==> src/rtl/instr_loader_pkg.sv <==
// Shared definitions for the boot-time program loader: FSM states, sizing
// constants and the frame-header range check.
package instr_loader_pkg;

  localparam int ADDR_W_DEFAULT  = 5;
  localparam int MAX_WORDS       = 1 << ADDR_W_DEFAULT;
  localparam int TIMEOUT_DEFAULT = 1_000_000;

  typedef enum logic [2:0] {
    WAIT_HDR,
    LOAD,
    CHECK,
    RUN,
    ERROR
  } loader_state_t;

  // A header is usable only if it asks for between 1 and max_words words.
  function automatic logic header_ok(input logic [7:0] n, input int max_words);
    return (n != 8'd0) && (int'(n) <= max_words);
  endfunction

endpackage

==> src/rtl/instr_loader_word_packer.sv <==
// Assembles MSB-first bytes into 32-bit words and keeps the running XOR of
// every byte accepted since the last clear.
module word_packer (
  input  logic        clk,
  input  logic        reset,
  input  logic [7:0]  byte_in,
  input  logic        strobe,
  input  logic        clear,
  output logic [31:0] word,
  output logic        word_strobe,
  output logic [7:0]  xor_out
);

  logic [1:0]  idx_q, idx_d;
  logic [23:0] shift_q, shift_d;
  logic [7:0]  xor_q, xor_d;

  always_comb begin
    idx_d   = idx_q;
    shift_d = shift_q;
    xor_d   = xor_q;
    if (clear) begin
      idx_d   = '0;
      shift_d = '0;
      xor_d   = '0;
    end else if (strobe) begin
      idx_d   = idx_q + 2'd1;
      shift_d = {shift_q[15:0], byte_in};
      xor_d   = xor_q ^ byte_in;
    end
  end

  // The word is presented while its fourth byte is still on the bus, so the
  // three earlier bytes only need 24 bits of storage.
  assign word        = {shift_q, byte_in};
  assign word_strobe = strobe && !clear && (idx_q == 2'd3);
  assign xor_out     = xor_q;

  always_ff @(posedge clk or negedge reset) begin
    if (!reset) begin
      idx_q   <= '0;
      shift_q <= '0;
      xor_q   <= '0;
    end else begin
      idx_q   <= idx_d;
      shift_q <= shift_d;
      xor_q   <= xor_d;
    end
  end

endmodule

==> src/rtl/instr_loader.sv <==
// Boot loader: receives a framed, checksummed image over a byte stream, writes
// it to instruction memory and releases the core once the image verifies.
module instr_loader
  import instr_loader_pkg::*;
#(
  parameter int ADDR_W  = ADDR_W_DEFAULT,
  parameter int TIMEOUT = TIMEOUT_DEFAULT
) (
  input  logic              clk,
  input  logic              reset,
  input  logic [7:0]        rx_data,
  input  logic              rx_valid,
  output logic              rx_ready,
  output logic [ADDR_W-1:0] imem_addr,
  output logic [31:0]       imem_wdata,
  output logic              imem_we,
  output logic              core_reset,
  output logic              loading,
  output logic              done,
  output logic              error,
  output logic [ADDR_W:0]   words_loaded
);

  localparam int MAX_W = 1 << ADDR_W;
  localparam int CNT_W = ADDR_W + 1;
  localparam int TMO_W = $clog2(TIMEOUT + 1);

  loader_state_t state_q, state_d;

  logic [CNT_W-1:0]  count_q, count_d;
  logic [CNT_W-1:0]  target_q, target_d;
  logic [ADDR_W-1:0] addr_q, addr_d;
  logic [31:0]       wdata_q, wdata_d;
  logic              we_q, we_d;
  logic              core_reset_q, core_reset_d;
  logic              loading_q, loading_d;
  logic              done_q, done_d;
  logic              error_q, error_d;
  logic [TMO_W-1:0]  tmo_q, tmo_d;

  logic        xfer;
  logic        hdr_valid;
  logic        timed_out;
  logic        pk_strobe;
  logic        pk_clear;
  logic        word_strobe;
  logic [31:0] word;
  logic [7:0]  xor_val;

  assign rx_ready  = (state_q != RUN) || !reset;
  assign xfer      = rx_valid && rx_ready;
  assign hdr_valid = header_ok(rx_data, MAX_W);
  assign timed_out = (tmo_q == TMO_W'(TIMEOUT));

  // Clearing while waiting for a header also drops any partial word left by a timeout.
  assign pk_clear  = (state_q == WAIT_HDR) || (state_q == ERROR);
  assign pk_strobe = xfer && (state_q == LOAD) && !timed_out;

  word_packer u_packer (
    .clk        (clk),
    .reset      (reset),
    .byte_in    (rx_data),
    .strobe     (pk_strobe),
    .clear      (pk_clear),
    .word       (word),
    .word_strobe(word_strobe),
    .xor_out    (xor_val)
  );

  always_comb begin
    state_d  = state_q;
    count_d  = count_q;
    target_d = target_q;
    addr_d   = addr_q;
    wdata_d  = wdata_q;
    we_d     = 1'b0;
    tmo_d    = tmo_q;

    case (state_q)
      WAIT_HDR, ERROR: begin
        tmo_d = '0;
        if (xfer) begin
          if (hdr_valid) begin
            state_d  = LOAD;
            target_d = rx_data[CNT_W-1:0];
            count_d  = '0;
          end else begin
            state_d = ERROR;
          end
        end
      end

      LOAD: begin
        if (timed_out) begin
          state_d = ERROR;
        end else if (xfer) begin
          tmo_d = '0;
          if (word_strobe) begin
            we_d    = 1'b1;
            addr_d  = count_q[ADDR_W-1:0];
            wdata_d = word;
            count_d = count_q + 1'b1;
            if (count_q + 1'b1 == target_q) begin
              state_d = CHECK;
            end
          end
        end else begin
          tmo_d = tmo_q + 1'b1;
        end
      end

      CHECK: begin
        if (timed_out) begin
          state_d = ERROR;
        end else if (xfer) begin
          tmo_d   = '0;
          state_d = (rx_data == xor_val) ? RUN : ERROR;
        end else begin
          tmo_d = tmo_q + 1'b1;
        end
      end

      RUN: begin
        state_d = RUN;
      end

      default: begin
        state_d = WAIT_HDR;
      end
    endcase

    core_reset_d = (state_d != RUN);
    loading_d    = (state_d == LOAD) || (state_d == CHECK);
    done_d       = (state_d == RUN);
    error_d      = (state_d == ERROR);
  end

  always_ff @(posedge clk or negedge reset) begin
    if (!reset) begin
      state_q      <= WAIT_HDR;
      count_q      <= '0;
      target_q     <= '0;
      addr_q       <= '0;
      wdata_q      <= '0;
      we_q         <= 1'b0;
      tmo_q        <= '0;
      core_reset_q <= 1'b1;
      loading_q    <= 1'b0;
      done_q       <= 1'b0;
      error_q      <= 1'b0;
    end else begin
      state_q      <= state_d;
      count_q      <= count_d;
      target_q     <= target_d;
      addr_q       <= addr_d;
      wdata_q      <= wdata_d;
      we_q         <= we_d;
      tmo_q        <= tmo_d;
      core_reset_q <= core_reset_d;
      loading_q    <= loading_d;
      done_q       <= done_d;
      error_q      <= error_d;
    end
  end

  assign imem_addr    = addr_q;
  assign imem_wdata   = wdata_q;
  assign imem_we      = we_q;
  assign core_reset   = core_reset_q;
  assign loading      = loading_q;
  assign done         = done_q;
  assign error        = error_q;
  assign words_loaded = count_q;

endmodule

==> config.mk <==
export PLATFORM = sky130hd
export DESIGN_NAME = instr_loader
export DESIGN_NICKNAME = d
export VERILOG_FILES = /design/src/rtl/instr_loader_pkg.sv /design/src/rtl/instr_loader_word_packer.sv /design/src/rtl/instr_loader.sv
export SDC_FILE = /design/constraint.sdc
export NUM_CORES = 1
export LEC_CHECK = 0
export CORE_MARGIN = 2
export CORE_UTILIZATION = 55
export CTS_CLUSTER_DIAMETER = 60
export DETAILED_ROUTE_END_ITERATION = 7
export GPL_TIMING_DRIVEN = 0
export PLACE_DENSITY = 0.83
export SYNTH_ARGS = -nofsm -noshare
export SYNTH_HDL_FRONTEND = slang
export SYNTH_SLANG_ARGS = --single-unit
export TNS_END_PERCENT = 30
==> constraint.sdc <==
create_clock -name clk -period 2.75 [get_ports clk]
set_clock_uncertainty 0.15 [all_clocks]
set_input_delay 0.6875 -clock clk [delete_from_list [all_inputs] [get_ports clk]]
set_output_delay 0.6875 -clock clk [all_outputs]
set_load 0.03 [all_outputs]
; Yosys cells after proc, flatten, opt, wreduce, memory -nomap -nowiden
; Cells that the tools add are included.
[totals]
latchBits = 0
ff_bits = 111
inputBits = 11
romBits = 0
ram_bits = 0
memories = 0
out_inout_bits = 49
elab_cells = 92
[op_classes]
reduce_logical = 23
div_mod_pow = 0
addsub = 3
bitwise = 2
shift = 0
n_mux = 29
n_eq_ne = 20
multipliers = 0
magnitude_cmp = 1
[op_table]
columns = op, count
row1 = two-way mux 24 bit, 2
row2 = two-way mux 20 bit, 2
row3 = case mux 20 bit (2 select lines), 1
row4 = two-way mux 6 bit, 5
row5 = two-way mux 3 bit, 9
row6 = "adder 20 x 1 -> 20 bit, second input constant", 1
row7 = "equality test 20 bit, second input constant", 1
row8 = two-way mux 8 bit, 2
row9 = "equality test 3 x 2 -> 1 bit, second input constant", 4
row10 = case mux 3 bit (4 select lines), 1
row11 = case mux 6 bit (2 select lines), 1
row12 = "inequality test 2 bit, second input constant", 5
row13 = equality test 8 bit, 1
row14 = "<= comparator 8 x 6 -> 1 bit, second input constant", 1
row15 = nonzero test 8 bit, 1
row16 = bitwise XOR 8 bit, 1
row17 = "adder 6 x 1 -> 6 bit, second input constant", 1
row18 = "equality test 3 x 1 -> 1 bit, second input constant", 2
row19 = "equality test 3 bit, second input constant", 2
row20 = equality test 6 bit, 1
row21 = logical AND 1 bit, 6
row22 = "inequality test 3 x 2 -> 1 bit, second input constant", 2
row23 = AND reduction 6 bit, 1
row24 = nonzero test 2 bit, 3
row25 = 13 further kinds, 22

; Depth between registers and ports, before layout
; Gate-level depths: netlist of run 1.
[depth]
depth_word = 13
ltp_mapped = 10
ltp_nobuf = 9

; Modules after synthesis
; A second synthesis of run 1 with hierarchy kept.
[unflattened]
cells_unflattened = 473
area_unflattened_um2 = 5459.0
[modules_own_cells]
columns = module, seq_area_each_um2, cells_per_inst, instances, area_per_inst_um2
row1 = instr_loader, 1928.1, 343, 1, 3898.7
row2 = word_packer, 850.8, 130, 1, 1560.2

; Worst setup path before layout of run 1
; No wires, ideal clock.
[synth_path]
kind = input to register
start = in rx_data[1]
end = reg target_q[0]
slack_ps = 467
stages = 5
path_buffers = 0
t_arrival_ps = 2008
setup_time_ps = 125
required_time_ps = 2475
path_cell_list = or4_1 -> nor2_1 -> xnor2_1 -> nand3_2 -> mux2_2
[synth_via]
elab_chain_cells = 3
elab_cells_between_ends = 4
cone_classes = order compare (1) / reduce/logical (3)
[synth_lines]
columns = item, line
row1 = start: declaration, instr_loader.sv:11  ; input logic [7:0] rx_data,
row2 = <= comparator 8 x 6 -> 1 bit or nonzero test 8 bit (tied branches), instr_loader_pkg.sv:19  ; return (n != 8'd0) && (int'(n) <= max_words);
row3 = logical AND 1 bit (*), instr_loader_pkg.sv:19
row4 = AND reduction 3 bit (no source line) (*), -
row5 = end signal: assignment, instr_loader.sv:154  ; target_q <= target_d;
row6 = end: declaration, instr_loader.sv:31  ; logic [CNT_W-1:0] target_q, target_d;
; Every way passes the cells marked *; elsewhere a longest branch is shown, timed or not.
; A chain may end at the register's enable or synchronous reset.

; Final worst setup path of run 1
[layout_path]
start = in rx_data[1]
end = reg target_q[2]
; Same word-level chain as after synthesis.

==> flow_metrics.py, run 1 <==
metrics = {
    "routing": {
        "routed-via-count": 3967,
        "totalWireLength_um": 11700,
        "detailedRoute.firstPassIterationCount": 5,
        "ant_nets": 0,
        "drt_iter0_markers": 329,
        "wire_per_inst_um": 17.2,
        "post-route-drc-count": 0,
        "via_per_inst": 5.82,
    },
    "timing": {
        "layout_setup_ws_ns": 0.118,
        "rsz0062_at_grt": "no",
        "clock.fmax_ghz": 0.380,
        "tightest_slew_ns": 0.537,
        "max-slew-margin-rel_pct": 64.1,
        "period_share_pct": 95.7,
        "hold_slack_ns": 0.00927,
        "final.setup.tns_ns": 0,
        "hold_viol_final": 0,
        "setup_viol": 0,
        "fin_crit_ns": 2.63,
        "maxSlewViolCount": 0,
    },
    "logic_synthesis": {
        "synth_most_common_cell": "dfrtp_1",
        "synth_edf_count": 0,
        "ys_types": 54,
        "synthTopCellsByArea": "dfrtp_1, mux2_4, nand2_1",
        "ys_ff_latch": 111,
        "syn_inst": 477,
        "ys_seq_area_share_pct": 53.0,
        "ys_warn_count": 0,
        "yosysTopAreaCell": "dfrtp_1",
        "yosys-top-cells-count": "dfrtp_1, nand2_1, o21ai_0, mux2_4, nor2_1",
        "synth_area_per_cell_um2": 11.0,
        "syn_nets": 492,
        "synthesis.area_um2": 5250,
        "synth_top_cell_area_share_pct": 52.5,
        "synth-main-ff-cell": "dfrtp_1",
        "async_flop_share_pct": 100,
    },
    "clock_tree": {
        "cts_buffers": 9,
        "cts_tree": "yes",
        "max-clock-path-buffers": 2,
        "clock_latency_ns": 0.38,
        "cts_resized": 4,
        "post-cts-setup-buffers": 0,
        "clock_sinks": 111,
        "htree_levels": 3,
        "cts.clk_slew.worst_paths_ns": 0.11,
        "hold_buffers": 0,
        "clock-root-buffer": "clkbuf_8",
    },
    "status": {
        "status": "finished, final reports clean",
    },
    "floorplanning": {
        "die_w_um": 102,
        "dieHeight_um": 102,
        "row_count": 35,
        "io_pins": 60,
        "coreArea_um2": 9240,
        "die_area_um2": 10300,
        "start_util_pct": 56.8,
    },
    "power": {
        "p_seq_share_pct": 58.0,
        "irDropWorstVdd_mv": 0.278,
        "internal_power_mw": 2.18,
        "switching_share_pct": 25.0,
        "pwr-share-comb_pct": 7.0,
        "power.leakage_nw": 2.78,
        "pwr-share-clk_pct": 35.0,
        "p_sw_mw": 0.727,
        "power.density_nw_per_um2": 463,
    },
    "finish": {
        "diodes": 0,
        "finalNetCount": 564,
        "final_util_pct": 67.9,
        "drive_gt1_share_pct": 16.3,
        "syn_to_final_growth_pct": 19.5,
    },
    "global_routing": {
        "track_usage_pct": 24.3,
        "grt_pass1_wl_um": 19700,
        "antenna_found_initial": 0,
        "grt-ovfl-total": 0,
        "grt_pass1_vias": 4020,
        "grt_max_degree": 60,
    },
    "placed_design": {
        "place_ws_ns": -0.524,
        "place_congestion": 0.833,
        "dp_hpwl_um": 8090,
        "io_buffers": 59,
    },
    "worst_setup_path": {
        "path_class": "input port to register",
        "slowest_delay_ns": 0.56,
        "cp.required_ns": 2.87,
        "slowest_stage": "or4_1",
        "cp.buffers_inverters": 1,
        "crit_chain": "clkdlybuf4s50_1, or4_1, nor2_1, xnor2_1, nand3_2, mux2_2",
        "crit_arrival_ns": 2.75,
        "startpoint_type": "input port",
        "cp-end-kind": "register",
        "cp_top_family": "simple AND/OR/NAND/NOR gates",
        "path_max_fanout": 7,
    },
    "flow_run": {
        "drv_cap": 0,
    },
    "hold_path": {
        "hp-class": "input port to async pin",
    },
}
[path summary, 6_finish.rpt]
kind | start | to | slack (ns) | cells after the start
hold / removal | reset | tmo_q[5]$_DFFE_PN0P_ | 0.009 | 1
max in group asynchronous | reset | done$_DFF_PN0_ | 1.81 | 2
setup / recovery | rx_data[1] | target_q[2]$_DFFE_PN0P_ | 0.12 | 6
min in group clk | u_packer.xor_out[5]$_DFFE_PN0P_ | u_packer.xor_out[5]$_DFFE_PN0P_ | 0.36 | 1
setup reg to reg | tmo_q[0]$_DFFE_PN0P_ | tmo_q[15]$_DFFE_PN0P_ | 0.27 | 9
hold reg to reg | u_packer.xor_out[5]$_DFFE_PN0P_ | u_packer.xor_out[5]$_DFFE_PN0P_ | 0.36 | 1
[cell type report]
cell class | count | area (um^2)
Fill cell | 687 | 2970
Timing Repair Buffer | 61 | 659
Clock buffer | 9 | 124
Sequential cell | 111 | 2780
Multi-Input combinational cell | 339 | 2310
Inverter | 7 | 26.3
Buffer | 20 | 130
Tap cell | 129 | 161
Clock inverter | 6 | 80.1
[power groups by stage]
stage	sequential (mW)	clock (mW)	combinational [mW]
after floorplan	1.71	0	0.0966
after global placement	1.72	0	0.178
after detailed placement	1.72	0	0.191
after CTS	1.68	1.02	0.203
after global routing	1.69	1.08	0.223
final	1.68	1.02	0.202
[cell families (layout without fill, tap and decap cells)]
| kind of cell | count (synthesis) | after routing | synth area share (%) |
|---|---|---|---|
| AND/OR/NAND/NOR | 164 | 164 | 15.9 |
| flip-flops | 111 | 111 | 53.0 |
| AO/OA/AOI/OAI | 107 | 107 | 12.0 |
| multiplexers | 44 | 44 | 11.9 |
| buffers and inverters | 27 | 103 | 2.98 |
| XOR/XNOR | 19 | 19 | 3.17 |
| adder cells (fa/ha/maj) | 5 | 5 | 1.14 |
[cell usage in the layout, fill, tap and decap left out, types with 3 or more instances in the layout]
cell type,netlist,layout
dfrtp_1,110,110
nand2_1,68,68
clkdlybuf4s50_1,0,57
o21ai_0,47,47
mux2_4,34,34
nor2_1,33,33
o21ai_1,22,22
xnor2_1,14,14
nand3_1,13,13
a21oi_1,11,11
mux2_2,10,10
clkbuf_8,0,9
buf_2,8,8
and3_1,8,8
nand4_1,7,7
inv_1,7,7
a31oi_1,7,7
clkbuf_1,6,6
buf_6,6,6
nor2b_1,5,5
xor2_1,5,5
nor3_1,5,5
and2_1,4,4
ha_1,4,4
o31ai_1,3,3
[state kept, by name, summed over array words and instances (netlist names)]
signal            cells
loading               1
words_loaded          6
error                 1
u_packer.shift_q     24
tmo_q                20
state_q               3
u_packer.xor_out      8
u_packer.idx_q        2
imem_addr             5
imem_wdata           32
target_q              6
done                  1
core_reset            1
imem_we               1
[metal layers]
layer	wire (um)	vias up	GRT usage [%]
met5	0	-	0
met4	193	0	8.94
met3	592	17	2.55
met2	5960	139	40.4
met1	4980	1985	33.4
li1	-	1826	-
[through the flow]
stage | power (mW) | std cells | instance area (um^2)
after CTS | 2.90 | 682 | 6270
after global placement | 1.89 | 665 | 6000
after global routing | 2.99 | 682 | 6270
after detailed placement | 1.91 | 666 | 6020
after floorplan | 1.81 | 477 | 5250
final | 2.90 | 682 | 6270
Power figures use the tool's default switching activity.
==> inputs of run 2 (changes only) <==
Settings changed: CTS_CLUSTER_SIZE set to 16.
==> results of run 2 <==
Same layout as run 1: the final DEF is identical, and so are final timing and power.
==> inputs of run 3 (changes only) <==
Settings changed: GPL_TIMING_DRIVEN 0 to unset.
==> run 3 against run 2 <==
Compared with the run above:
- maximum frequency up 4.2%
- critical path depth unchanged
- non-clock buffer count down 6
- setup slack better by 0.11 ns
- flip-flop and latch count unchanged
- routed wire length down 5.0%
- register-to-register slack better by 0.07 ns
- critical endpoint is now target_q[5]$_DFFE_PN0P_
- largest cell class unchanged
- highest routed layer unchanged
==> flow_metrics.py, run 3 (synthesis results as in run 1) <==
metrics = {
    "power": {
        "power.leakage_nw": 2.75,
        "irDropWorstVdd_mv": 0.256,
        "power.density_nw_per_um2": 458,
    },
    "routing": {
        "totalWireLength_um": 11100,
        "drt_iter0_markers": 220,
        "via_per_inst": 5.72,
        "ant_nets": 0,
        "wirelength_met1_um": 4970,
        "routed-via-count": 3875,
        "wire_per_inst_um": 16.5,
        "post-route-drc-count": 0,
        "detailedRoute.firstPassIterationCount": 5,
        "highest_layer": "met4",
        "met2_length_um": 5540,
        "met3_length_um": 467,
    },
    "placed_design": {
        "io_buffers": 59,
        "place_ws_ns": -0.148,
        "place_congestion": 0.843,
        "dp_hpwl_um": 7440,
    },
    "clock_tree": {
        "cts_tree": "yes",
        "htree_levels": 3,
        "clock_latency_ns": 0.37,
        "max-clock-path-buffers": 2,
        "clock-root-buffer": "clkbuf_8",
        "cts.clk_slew.worst_paths_ns": 0.12,
        "cts_resized": 0,
        "clock_sinks": 111,
        "cts_buffers": 9,
        "hold_buffers": 0,
        "post-cts-setup-buffers": 0,
    },
    "finish": {
        "final_cell_mix": "dfrtp_1, nand2_1, clkdlybuf4s50_1, o21ai_0, mux2_4",
        "finalNetCount": 558,
        "largest_reg_flops": 32,
        "drive_gt1_share_pct": 17.2,
        "diodes": 0,
        "syn_to_final_growth_pct": 18.6,
        "final_common_cell": "dfrtp_1",
    },
    "flow_run": {
        "drv_cap": 0,
    },
    "worst_setup_path": {
        "path_class": "input port to register",
        "r2r_start": "tmo_q[0]$_DFFE_PN0P_",
        "startpoint_type": "input port",
        "startpoint": "rx_data[1]",
        "cp-end-kind": "register",
        "cp.required_ns": 2.86,
        "crit_arrival_ns": 2.63,
        "path_max_fanout": 7,
    },
    "timing": {
        "tightest_slew_ns": 0.956,
        "layout_setup_ws_ns": 0.224,
        "final.setup.tns_ns": 0,
        "period_share_pct": 91.9,
        "clock.fmax_ghz": 0.396,
        "hold_viol_final": 0,
        "max-slew-margin-rel_pct": 36.3,
        "rsz0062_at_grt": "no",
        "maxSlewViolCount": 0,
        "fin_crit_ns": 2.53,
        "setup_viol": 0,
    },
    "global_routing": {
        "antenna_found_initial": 0,
        "grt-ovfl-total": 0,
        "track_usage_pct": 23.2,
        "grt_max_degree": 78,
        "grt_pass1_wl_um": 19100,
        "grt_pass1_vias": 3929,
    },
    "floorplanning": {
        "dieHeight_um": 102,
        "io_pins": 60,
        "die_area_um2": 10300,
        "die_w_um": 102,
        "start_util_pct": 56.8,
        "row_count": 35,
        "coreArea_um2": 9240,
    },
    "status": {
        "status": "finished, final reports clean",
    },
    "hold_path": {
        "hp-class": "input port to async pin",
    },
}
## run 3: cell types whose count changed in the layout (fill, tap and decap cells not counted), moves of 2 or more
cell      previous run  this run
inv_6                2         0
clkbuf_1             6         0
buf_12               1         3
buf_6                6         0
buf_4                0        15
buf_2                8         0
inv_8                0         3
## run 3: final cells by class
cell class	count	area, um^2
clock buffers	9	124
clock inverters	7	72.6
fillers	698	3020
inverters	7	26.3
multi-input cells	339	2320
flip-flops and latches	111	2780
well taps	129	161
repair buffers	75	743
## run 3: power by group
part | total [mW] | leakage, nW | switching (mW) | internal, mW
Sequential | 1.69 | 1.53 | 0.0302 | 1.66
Clock | 0.966 | 0.102 | 0.603 | 0.363
Combinational | 0.192 | 1.12 | 0.113 | 0.0793
Total | 2.85 | 2.75 | 0.746 | 2.10
## run 3: routing by layer
metal	global-route usage, %	up-vias
li1	-	1809
met5	0	-
met2	37.0	121
met1	32.8	1930
met3	2.97	15
met4	8.63	0
## run 3: critical path, cell delays in order
cell,delay [ns]
clkdlybuf4s50_1,0.42
or4_1,0.54
nor2_1,0.14
xnor2_1,0.25
nand3_2,0.26
mux2_2,0.34
## run 3: stage by stage
stage | instance area (um^2) | hold WS [ns] | total power [mW] | cells | utilization (%)
finish | 6220 | 0.209 | 2.85 | 677 | 67.4
detailed placement | 6030 | 0.338 | 1.91 | 661 | 65.2
CTS | 6220 | 0.211 | 2.87 | 677 | 67.4
global route | 6220 | 0.239 | 2.95 | 677 | 67.4
global placement | 6030 | 0.326 | 1.90 | 661 | 65.2
floorplan | 5250 | 0.242 | 1.81 | 477 | -
## run 3: path summary, 6_finish.rpt
kind,endpoint,slack (ns),cells past startpoint
worst min-delay path,u_packer.shift_q[5]$_DFFE_PN0P_,0.21,2
min in group clk,u_packer.xor_out[3]$_DFFE_PN0P_,0.36,1
worst min register to register,u_packer.xor_out[3]$_DFFE_PN0P_,0.36,1
worst max register to register,words_loaded[3]$_DFFE_PN0P_,0.34,9
worst max-delay path,target_q[5]$_DFFE_PN0P_,0.22,6
max in group asynchronous,tmo_q[16]$_DFFE_PN0P_,1.40,2
